<file path="src/rtl/ex_tx_pkg.sv">
// Shared types and constants for the length-prefixed frame reader and its
// output buffer.
package ex_tx_pkg;

  localparam int HDR_BYTES   = 2;
  localparam int LEN_W       = 16;
  localparam int MAX_LEN_DEF = 1500;

  typedef enum logic [2:0] {
    ST_IDLE,
    ST_HDR_HI,
    ST_HDR_LO,
    ST_PAYLOAD,
    ST_DROP
  } rd_state_e;

  // Tags the FIFO read issued last cycle, so the returning byte can be routed.
  typedef enum logic [2:0] {
    RD_NONE,
    RD_HI,
    RD_LO,
    RD_PAY,
    RD_DROP
  } rd_kind_e;

  typedef struct packed {
    logic [7:0] data;
    logic       last;
  } tx_beat_t;

endpackage

</file>
<file path="src/rtl/ex_tx_skid_buf.sv">
// Two-entry output buffer. The head entry drives the output directly, so the
// presented beat only changes when it is popped or when the buffer is empty.
module ex_tx_skid_buf
  import ex_tx_pkg::*;
(
  input  logic     clk_i,
  input  logic     rst_i,
  input  logic     in_valid_i,
  output logic     in_ready_o,
  input  tx_beat_t in_beat_i,
  output logic     out_valid_o,
  input  logic     out_ready_i,
  output tx_beat_t out_beat_o,
  output logic [1:0] count_o
);

  tx_beat_t   head_q, tail_q;
  logic [1:0] cnt_q;
  logic       push, pop;

  assign in_ready_o  = (cnt_q != 2'd2);
  assign out_valid_o = (cnt_q != 2'd0);
  assign out_beat_o  = head_q;
  assign count_o     = cnt_q;
  assign push        = in_valid_i && in_ready_o;
  assign pop         = out_valid_o && out_ready_i;

  always_ff @(posedge clk_i or posedge rst_i) begin
    if (rst_i) begin
      head_q <= '0;
      tail_q <= '0;
      cnt_q  <= 2'd0;
    end else begin
      case ({push, pop})
        2'b10: begin
          if (cnt_q == 2'd0) head_q <= in_beat_i;
          else               tail_q <= in_beat_i;
          cnt_q <= cnt_q + 2'd1;
        end
        2'b01: begin
          if (cnt_q == 2'd2) head_q <= tail_q;
          cnt_q <= cnt_q - 2'd1;
        end
        2'b11: begin
          if (cnt_q == 2'd2) begin
            head_q <= tail_q;
            tail_q <= in_beat_i;
          end else begin
            head_q <= in_beat_i;
          end
        end
        default: ;
      endcase
    end
  end

endmodule

</file>
<file path="src/rtl/ex_frame_reader.sv">
// Pulls length-prefixed frames out of an 8-bit sync FIFO and streams the
// payload to a transmitter; oversize and empty frames are discarded.
module ex_frame_reader
  import ex_tx_pkg::*;
#(
  parameter int MAX_LEN = MAX_LEN_DEF,
  parameter int CNT_W   = 16
) (
  input  logic             clk,
  input  logic             rst,
  output logic             fifo_rd_en,
  input  logic [7:0]       fifo_rd_data,
  input  logic             fifo_empty,
  output logic [7:0]       tx_data,
  output logic             tx_valid,
  output logic             tx_last,
  input  logic             tx_ready,
  output logic             busy,
  output logic [CNT_W-1:0] frame_cnt,
  output logic [CNT_W-1:0] drop_cnt
);

  localparam logic [LEN_W:0] MAX_L = (LEN_W+1)'(MAX_LEN);

  rd_state_e               state_q;
  rd_kind_e                kind_q, kind_d;
  logic                    last_q;
  logic [7:0]              hi_q;
  logic [LEN_W-1:0]        rem_q;
  logic [CNT_W-1:0]        frame_cnt_q, drop_cnt_q;

  logic                    rd_en, pop, sb_ready, sb_push;
  logic [8*HDR_BYTES-1:0]  len;
  logic [1:0]              sb_cnt;
  logic [2:0]              room;
  tx_beat_t                sb_in, sb_out;

  assign len  = {hi_q, fifo_rd_data};
  assign pop  = tx_valid && tx_ready;
  // Buffer slots already claimed: stored beats plus the one in flight, less
  // the one leaving this cycle.
  assign room = {1'b0, sb_cnt} + {2'b0, kind_q == RD_PAY} - {2'b0, pop};

  always_comb begin
    rd_en  = 1'b0;
    kind_d = RD_NONE;
    case (state_q)
      ST_IDLE: begin
        rd_en  = !fifo_empty;
        kind_d = RD_HI;
      end
      ST_HDR_HI: begin
        rd_en  = !fifo_empty;
        kind_d = RD_LO;
      end
      ST_PAYLOAD: begin
        rd_en  = !fifo_empty && (room < 3'd2) && (rem_q != '0);
        kind_d = RD_PAY;
      end
      ST_DROP: begin
        rd_en  = !fifo_empty && (rem_q != '0);
        kind_d = RD_DROP;
      end
      default: ;
    endcase
    if (rst) rd_en = 1'b0;
  end

  always_ff @(posedge clk or posedge rst) begin
    if (rst) begin
      state_q     <= ST_IDLE;
      kind_q      <= RD_NONE;
      last_q      <= 1'b0;
      hi_q        <= '0;
      rem_q       <= '0;
      frame_cnt_q <= '0;
      drop_cnt_q  <= '0;
    end else begin
      kind_q <= rd_en ? kind_d : RD_NONE;
      last_q <= rd_en && (rem_q == LEN_W'(1));
      if (kind_q == RD_HI) hi_q <= fifo_rd_data;
      if (pop && tx_last) frame_cnt_q <= frame_cnt_q + CNT_W'(1);
      case (state_q)
        ST_IDLE:   if (rd_en) state_q <= ST_HDR_HI;
        ST_HDR_HI: if (rd_en) state_q <= ST_HDR_LO;
        ST_HDR_LO: begin
          if (kind_q == RD_LO) begin
            rem_q <= len;
            if (len == '0) begin
              state_q    <= ST_IDLE;
              drop_cnt_q <= drop_cnt_q + CNT_W'(1);
            end else if ({1'b0, len} > MAX_L) begin
              state_q <= ST_DROP;
            end else begin
              state_q <= ST_PAYLOAD;
            end
          end
        end
        // Leaving on the final read lets IDLE fetch the next header while
        // that last byte is still in flight.
        ST_PAYLOAD, ST_DROP: begin
          if (rd_en) begin
            rem_q <= rem_q - LEN_W'(1);
            if (rem_q == LEN_W'(1)) begin
              state_q <= ST_IDLE;
              if (state_q == ST_DROP) drop_cnt_q <= drop_cnt_q + CNT_W'(1);
            end
          end
        end
        default: state_q <= ST_IDLE;
      endcase
    end
  end

  assign sb_in   = '{data: fifo_rd_data, last: last_q};
  assign sb_push = (kind_q == RD_PAY) && sb_ready;

  ex_tx_skid_buf u_skid (
    .clk_i      (clk),
    .rst_i      (rst),
    .in_valid_i (sb_push),
    .in_ready_o (sb_ready),
    .in_beat_i  (sb_in),
    .out_valid_o(tx_valid),
    .out_ready_i(tx_ready),
    .out_beat_o (sb_out),
    .count_o    (sb_cnt)
  );

  assign fifo_rd_en = rd_en;
  assign tx_data    = sb_out.data;
  assign tx_last    = sb_out.last;
  assign busy       = (state_q != ST_IDLE) || (kind_q != RD_NONE) || (sb_cnt != 2'd0);
  assign frame_cnt  = frame_cnt_q;
  assign drop_cnt   = drop_cnt_q;

endmodule

</file>
<file path="config.mk">
export PLATFORM = sky130hd
export DESIGN_NAME = ex_frame_reader
export DESIGN_NICKNAME = d
export VERILOG_FILES = /design/src/rtl/ex_tx_pkg.sv /design/src/rtl/ex_tx_skid_buf.sv /design/src/rtl/ex_frame_reader.sv
export SDC_FILE = /design/constraint.sdc
export NUM_CORES = 1
export LEC_CHECK = 0
export BUFFER_PORTS_ARGS = -buffer_cell sky130_fd_sc_hd__buf_2
export CAP_MARGIN = 20
export CELL_PAD_IN_SITES_DETAIL_PLACEMENT = 1
export CELL_PAD_IN_SITES_GLOBAL_PLACEMENT = 2
export CORE_UTILIZATION = 35
export CTS_BUF_LIST = sky130_fd_sc_hd__clkbuf_2
export DETAILED_ROUTE_END_ITERATION = 8
export PLACE_DENSITY_LB_ADDON = 0.1
export RECOVER_POWER = 100
export SLEW_MARGIN = 40
export SYNTH_ARGS = -nofsm -noshare
export SYNTH_HDL_FRONTEND = slang
export SYNTH_HIERARCHICAL = 1
export SYNTH_SLANG_ARGS = --single-unit
</file>
<file path="constraint.sdc">
create_clock -name clk -period 3.2 [get_ports clk]
set_input_delay 0.32 -clock clk [delete_from_list [all_inputs] [get_ports clk]]
set_output_delay 0.32 -clock clk [all_outputs]
set_load 0.01 [all_outputs]
</file>
Word-level counts from Yosys, hierarchy flattened
Index checks and enable logic that the tools add are counted.
{ "totals": {"out_inout_bits": 44, "regBits": 83, "ramBits": 0, "latchBits": 0, "wordCells": 103, "memories": 0, "inputBits": 12, "romBits": 0} }
{ "classes": {"n_lt_le_gt_ge": 2, "reduce_logical": 29, "add_sub_neg": 7, "div_mod_pow": 0, "n_eq_ne": 24, "n_bitwise": 0, "mux": 29, "n_shift": 0, "mul": 0} }
{ "op_table": {"columns": ["cell", "count"], "rows": [
  ["16-bit two-way mux", 7],
  ["16-bit one-hot mux with 2 select lines", 2],
  ["9-bit two-way mux", 5],
  ["16-bit by 1-bit adder with 16-bit output, second input constant", 2],
  ["9-bit one-hot mux with 3 select lines", 1],
  ["3-bit two-way mux", 8],
  ["3-bit one-hot mux with 4 select lines", 2],
  ["2-bit != test, second input constant", 9],
  ["9-bit one-hot mux with 2 select lines", 1],
  ["16-bit by 1-bit equality test with 1-bit output, second input constant", 1],
  ["16-bit by 11-bit > comparator with 1-bit output, second input constant", 1],
  ["16-bit logical NOT", 1],
  ["16-bit nonzero test", 1],
  ["16-bit by 1-bit subtractor with 16-bit output, second input constant", 1],
  ["3-bit by 2-bit equality test with 1-bit output, second input constant", 4],
  ["3-bit AND reduction", 3],
  ["3-bit nonzero test", 3],
  ["1-bit logical AND", 8],
  ["2-bit nonzero test", 4],
  ["2-bit equality test, second input constant", 3],
  ["3-bit by 1-bit equality test with 1-bit output, second input constant", 2],
  ["2-bit by 1-bit != test with 1-bit output, second input constant", 3],
  ["6-bit AND reduction", 1],
  ["5-bit AND reduction", 1],
  ["other kinds (15)", 17]
]} }

Logic depth before layout (Yosys ltp)
{ "logic_depth": {"depth_word": 10, "mapped_depth": 13, "mapped_depth_nobuf": 12} }

Cells and area by module
Netlist, hierarchy kept.
{ "by_module_without_submodules": {"columns": ["mod", "seq_area_each_um2", "instances", "area_per_inst_um2", "cells_per_inst"], "rows": [
  ["ex_frame_reader", 1576.5, 1, 3399.5, 350],
  ["ex_tx_skid_buf", 500.5, 1, 1036.0, 74]
]} }

Least setup slack after synthesis
OpenSTA, ideal clock, no wires.
{ "synth_timing": {"path_kind": "reg2reg", "start": "register u_skid.cnt_q[0], in the netlist u_skid/count_o[0]", "end": "register drop_cnt_q[15], in the netlist drop_cnt[15]", "period_less_slack_ps": 3453, "slack_ps": -253, "arrival_time_ps": 3373, "stages_incl_launch_ff": 14, "path_buffers": 2, "setup_ps": 79, "t_required_ps": 3121, "path_cell_list": "dfrtp_1 > buf_6 > or2_4 > and2_1 > ha_1 > nand2b_1 > fa_1 > xnor2_1 > a41o_1 > a41oi_1 > or4_1 > buf_6 > nor4_4 > xor2_1"} }
{ "synth_between": {"elab_chain_cells": 10, "elab_cells_between_ends": 11, "classes_between": "2 x add/sub; 1 x order compare; 1 x eq/ne; 2 x mux; 5 x reduce/logical"} }
{ "synth_rtl": {"columns": ["item", "line_no", "rtl"], "rows": [
  ["start: declaration", "ex_tx_skid_buf.sv:18", "logic [1:0] cnt_q;"],
  ["start signal: assignment", "ex_tx_skid_buf.sv:38", "cnt_q <= cnt_q + 2'd1;"],
  ["start signal: assignment", "ex_tx_skid_buf.sv:42", "cnt_q <= cnt_q - 2'd1;"],
  ["2-bit nonzero test", "ex_tx_skid_buf.sv:22", "assign out_valid_o = (cnt_q != 2'd0);"],
  ["named net tx_valid", "ex_frame_reader.sv:15", "output logic tx_valid,"],
  ["1-bit logical AND", "ex_frame_reader.sv:39", "assign pop = tx_valid && tx_ready;"],
  ["3-bit by 1-bit subtractor with 3-bit output", "ex_frame_reader.sv:42", "assign room = {1'b0, sb_cnt} + {2'b0, kind_q == RD_PAY} - {2'b0, pop};"],
  ["3-bit by 2-bit < comparator with 1-bit output", "ex_frame_reader.sv:57", "rd_en = !fifo_empty && (room < 3'd2) && (rem_q != '0);"],
  ["1-bit logical AND (2 in a row)", "ex_frame_reader.sv:57", null],
  ["1-bit one-hot mux with 3 select lines", "ex_frame_reader.sv:47", "case (state_q)"],
  ["1-bit two-way mux", "ex_frame_reader.sv:66", "if (rst) rd_en = 1'b0;"],
  ["2-bit != test (no source line)", null, null],
  ["6-bit AND reduction (no source line)", null, null],
  ["end signal: assignment", "ex_frame_reader.sv:91", "drop_cnt_q <= drop_cnt_q + CNT_W'(1);"],
  ["end signal: assignment", "ex_frame_reader.sv:106", "if (state_q == ST_DROP) drop_cnt_q <= drop_cnt_q + CNT_W'(1);"],
  ["end: declaration", "ex_frame_reader.sv:30", "logic [CNT_W-1:0] frame_cnt_q, drop_cnt_q;"]
]} }
The timed path passes the listed nets, and every way through them passes these cells.
A chain may end at the register's enable or synchronous reset.

Final worst setup path
{ "layout_timing": {"start": "register u_skid.cnt_q[0], in the netlist u_skid/count_o[0]", "end": "register drop_cnt_q[9], in the netlist drop_cnt[9]"} }
{ "layout_between": {"elab_chain_cells": 10, "elab_cells_between_ends": 11, "classes_between": "2 x add/sub; 1 x order compare; 1 x eq/ne; 2 x mux; 5 x reduce/logical"} }
{ "layout_rtl": {"columns": ["item", "line_no"], "rows": [
  ["branches (longest 2 deep; another with 2-bit by 1-bit adder with 3-bit output)", null],
  ["3-bit by 1-bit subtractor with 3-bit output (*)", "ex_frame_reader.sv:42"],
  ["3-bit by 2-bit < comparator with 1-bit output (*)", "ex_frame_reader.sv:57"],
  ["1-bit logical AND (*) (2 in a row)", "ex_frame_reader.sv:57"],
  ["1-bit one-hot mux with 3 select lines (*)", "ex_frame_reader.sv:47"],
  ["1-bit two-way mux (*)", "ex_frame_reader.sv:66"],
  ["2-bit != test (no source line) (*)", null],
  ["6-bit AND reduction (no source line) (*)", null]
]} }
Mark *: on every way between the ends.

==> key figures <==
Routing
  • Vias: roughly 3500
  • Drt pass-1 iters: 4
  • Post-route ant nets: 0
  • WL final: about 11000 µm
  • Avg WL per Cell: 16.7 µm
  • Residual DRC: 0
  • Drt initial violations: between 100 and 150
  • Vias per Instance: 5.24

Cells and area
  • Fin util: a little over two fifths
  • Area added between synthesis and finish: 17.6%
  • Layout cell share with drive strength beyond 1: 21.7%
  • Finished Layout Cells: 676
  • Nets: 525
  • Fillers: 1416
  • Fin area: 5220 µm²
  • Ant diodes: 0

Global routing
  • Global Route Usage Sum: between 10% and 20%
  • First-pass GRT wire length: ~19000 µm
  • Gr ovfl total: 0
  • Initial antenna violation count: 0
  • Pin count of the biggest net entering global routing: 31
  • Vias in the first global route: 3691

Clock tree
  • H-tree depth: 3
  • CTS Buf Count: 9
  • Reg clk slew, reported paths: 0.24 ns
  • CTS tree: done
  • Clk buf depth: 2
  • CTS root buf: clkbuf_2
  • Clk sinks: 83
  • Clock Latency Late Sink: 0.57 ns

STA
  • Max_slew headroom: -5.94%
  • RSZ-0062 raised after global routing: true
  • Final-report hold violation count: 0
  • Final Max Slew Viols: 28
  • Final period util: between 90% and 100%
  • Fmax: 318 MHz
  • Post-route minimum period: between 3 and 4 ns
  • Clock skew: 0.0229 ns
  • Final TNS setup: 0 ns
  • Setup violations, final: 0
  • Worst Max-Slew Pin Slew: 1.59 ns
  • Worst setup margin: 0.0592 ns

Worst setup path
  • Worst-path cell chain: or2_4, and2_4, ha_4, nand2b_4, fa_2, xnor2_2, a41o_1, a41oi_2, or4_4, buf_12, nor3_4, xor2_1
  • Crit. End Element: register
  • Startpoint class of the critical path: register
  • CP max stage cell: or4_4
  • Crit path largest cell delay: 0.55 ns
  • Critical path type: register to register
  • Top Family by Delay on Critical Path: simple AND/OR/NAND/NOR gates
  • Worst Path Arrival: 3.63 ns
  • Flop2flop setup slack: 0.06 ns
  • Req. time, crit path: 3.69 ns
  • Worst-path fanout max: 10
  • Crit path buf inv count: 1

Yosys
  • Area share of the largest cell type after synthesis: a little under half
  • Cell variety after synth: a little over 60
  • Top FF cell, synth: dfrtp_1
  • Cell taking the most area after synthesis: dfrtp_1
  • Top cells by area, synth: dfrtp_1 47%, mux2_2 4.8%, xnor2_1 3.8%
  • Syn_nets: 445
  • Synthesized flop and latch total: 83
  • Post-synthesis cell count: 424
  • Ys Warns: 6
  • EDFF count, synth: 0
  • Post-Syn Area: 4440 µm²
  • Syn_area_per_cell: between 10 and 15 µm²
  • Async set-reset flop share out of synthesis: 100%
  • Post-synthesis sequential area ratio: between 40% and 50%

Pwr
  • Peak VDD IR: 0.338 mV
  • Lkg Pwr: 2.40 nW
  • PwrDens: around 740 nW/µm²

Placed design
  • Buffers on Ports: 55
  • Placed inst area: 5050 µm²
  • Placed cell count: approximately 650
  • Post-DP HPWL: slightly above 8000 µm
  • DP Worst Slack: 0.0146 ns
  • Gp weighted congestion: about 0.76

Worst hold path
  • Hold Path Class: input port to register

Die
  • Die width: 115 µm
  • CORE AREA: 12200 µm²
  • Die H: 115 µm
  • I/O Pins: 56
  • DIE AREA: 13100 µm²
  • Row count: 40
  • Initial Utilization: 36.5%

Status
  • Failing checks: capacitance limit, slew limit
  • Status: complete, but fails checks

Job
  • Max_cap viols: 1
==> what timing repair did <==
action,in CTS,in global routing
pin swaps,6,9
cloned,0,0
buffers inserted,4,1
hold buffers,2,0
setup endpoints to repair,7,11
resized for setup,8,10
endpoints found under the hold margin,40,0
==> cell families after synthesis <==
group | count (synthesis) | synth area share [%]
xor gates and xnor gates | 35 | 6.91
AOI/OAI and AO/OA | 85 | 13.4
adders and majority gates | 9 | 2.71
muxes | 29 | 8.10
and+or+nand+nor | 155 | 18.7
buffers and inverters | 28 | 3.38
DFF | 83 | 46.8
==> worst reg2reg max path, stage by stage (launching register included) <==
cell      delay (ns)
dfrtp_1         0.43
or2_4           0.25
and2_4          0.14
ha_4            0.20
nand2b_4        0.13
fa_2            0.35
xnor2_2         0.17
a41o_1          0.24
a41oi_2         0.12
or4_4           0.55
buf_12          0.17
nor3_4          0.17
xor2_1          0.16
==> state kept, by name (all words and copies together) (netlist names) <==
| signal | count |
|---|---|
| last_q | 1 |
| kind_q | 3 |
| u_skid/tail_q | 9 |
| rem_q | 16 |
| state_q | 3 |
| drop_cnt | 16 |
| hi_q | 8 |
| frame_cnt | 16 |
| u_skid/out_beat_o | 9 |
| u_skid/count_o | 2 |
==> through the flow <==
stage / power, mW / hold slack [ns]
6_report: 3.86 / 0.0588
5_1_grt: 4.17 / 0.0221
4_1_cts: 3.95 / 0.00445
3_5_place_dp: 3.25 / 0.399
3_3_place_gp: 3.21 / 0.404
2_1_floorplan: 2.73 / 0.284
==> power breakdown <==
group          internal [mW]  switching, mW  leakage [nW]  total [mW]
registers               1.32          0.260          1.09        1.58
logic                  0.750          0.903          1.23        1.65
clock network          0.249          0.375        0.0768       0.624
total                   2.32           1.54          2.40        3.86
==> synth_stat cells, types with 2 or more instances <==
cell,count
xnor2_1,19
nor2_1,41
nand4_1,10
a41oi_1,4
nor4b_1,2
inv_1,13
mux2_4,9
o21ai_0,21
a31oi_1,5
buf_6,5
nor3b_1,3
nor4_4,2
nor4_1,3
a22o_2,7
nand2_1,32
nand3_1,14
clkbuf_1,8
xor2_1,16
nand2b_1,4
ha_1,8
and2_1,3
o21ai_2,2
dfrtp_1,83
or2_2,3
and3_1,10
nor3_1,14
mux2_2,19
and4_1,2
buf_4,2
a22o_1,3
or4_1,2
a2bb2oi_1,3
o22a_1,5
a22oi_1,3
a21oi_1,17
==> final cells by class <==
| class | instances | area, µm² | area share [%] |
|---|---|---|---|
| Multi-Input combinational cell | 313 | 2300 | 44.1 |
| Sequential cell | 83 | 2080 | 39.8 |
| Timing Repair Buffer | 84 | 452 | 8.66 |
| Tap cell | 168 | 210 | 4.03 |
| Clock inverter | 6 | 81.3 | 1.56 |
| Inverter | 13 | 48.8 | 0.935 |
| Clock buffer | 9 | 45.0 | 0.864 |
==> metal layers <==
metal	wire length, µm	vias up	GRT usage [%]
li1	-	1693	-
met1	5260	1789	24.5
met2	5530	49	31.6
met3	359	13	2.75
met4	145	0	7.27
met5	0	-	0
==> worst paths after layout <==
path                              startpoint          endpoint  cells past startpoint
setup reg to reg           u_skid/count_o[0]       drop_cnt[9]                     12
max in group asynchronous                rst          rem_q[6]                      4
hold reg to reg                 drop_cnt[15]      drop_cnt[15]                      1
setup / recovery           u_skid/count_o[0]       drop_cnt[9]                     12
min in group asynchronous                rst      frame_cnt[2]                      3
hold / removal               fifo_rd_data[0]  u_skid/tail_q[1]                      2
==> layout by cell type, fill, tap and decap left out, drive strengths merged, types with 2 or more instances in the layout <==
master	instances
nor3	14
nor4b	2
o22a	5
o21ai	23
and4	2
and3	11
clkinv	4
ha	8
clkbuf	55
a41oi	4
or4	3
a2bb2oi	3
or2	4
nor3b	3
inv	13
xnor2	19
nand2b	4
a22oi	3
xor2	16
nor2	41
dlygate4sd3	2
buf	36
bufinv	2
a31oi	5
dfrtp	83
nor4	5
and2	3
a22o	10
nand4	10
a21oi	18
nand2	32
mux2	28
nand3	15
Power figures use the tool's default switching activity.
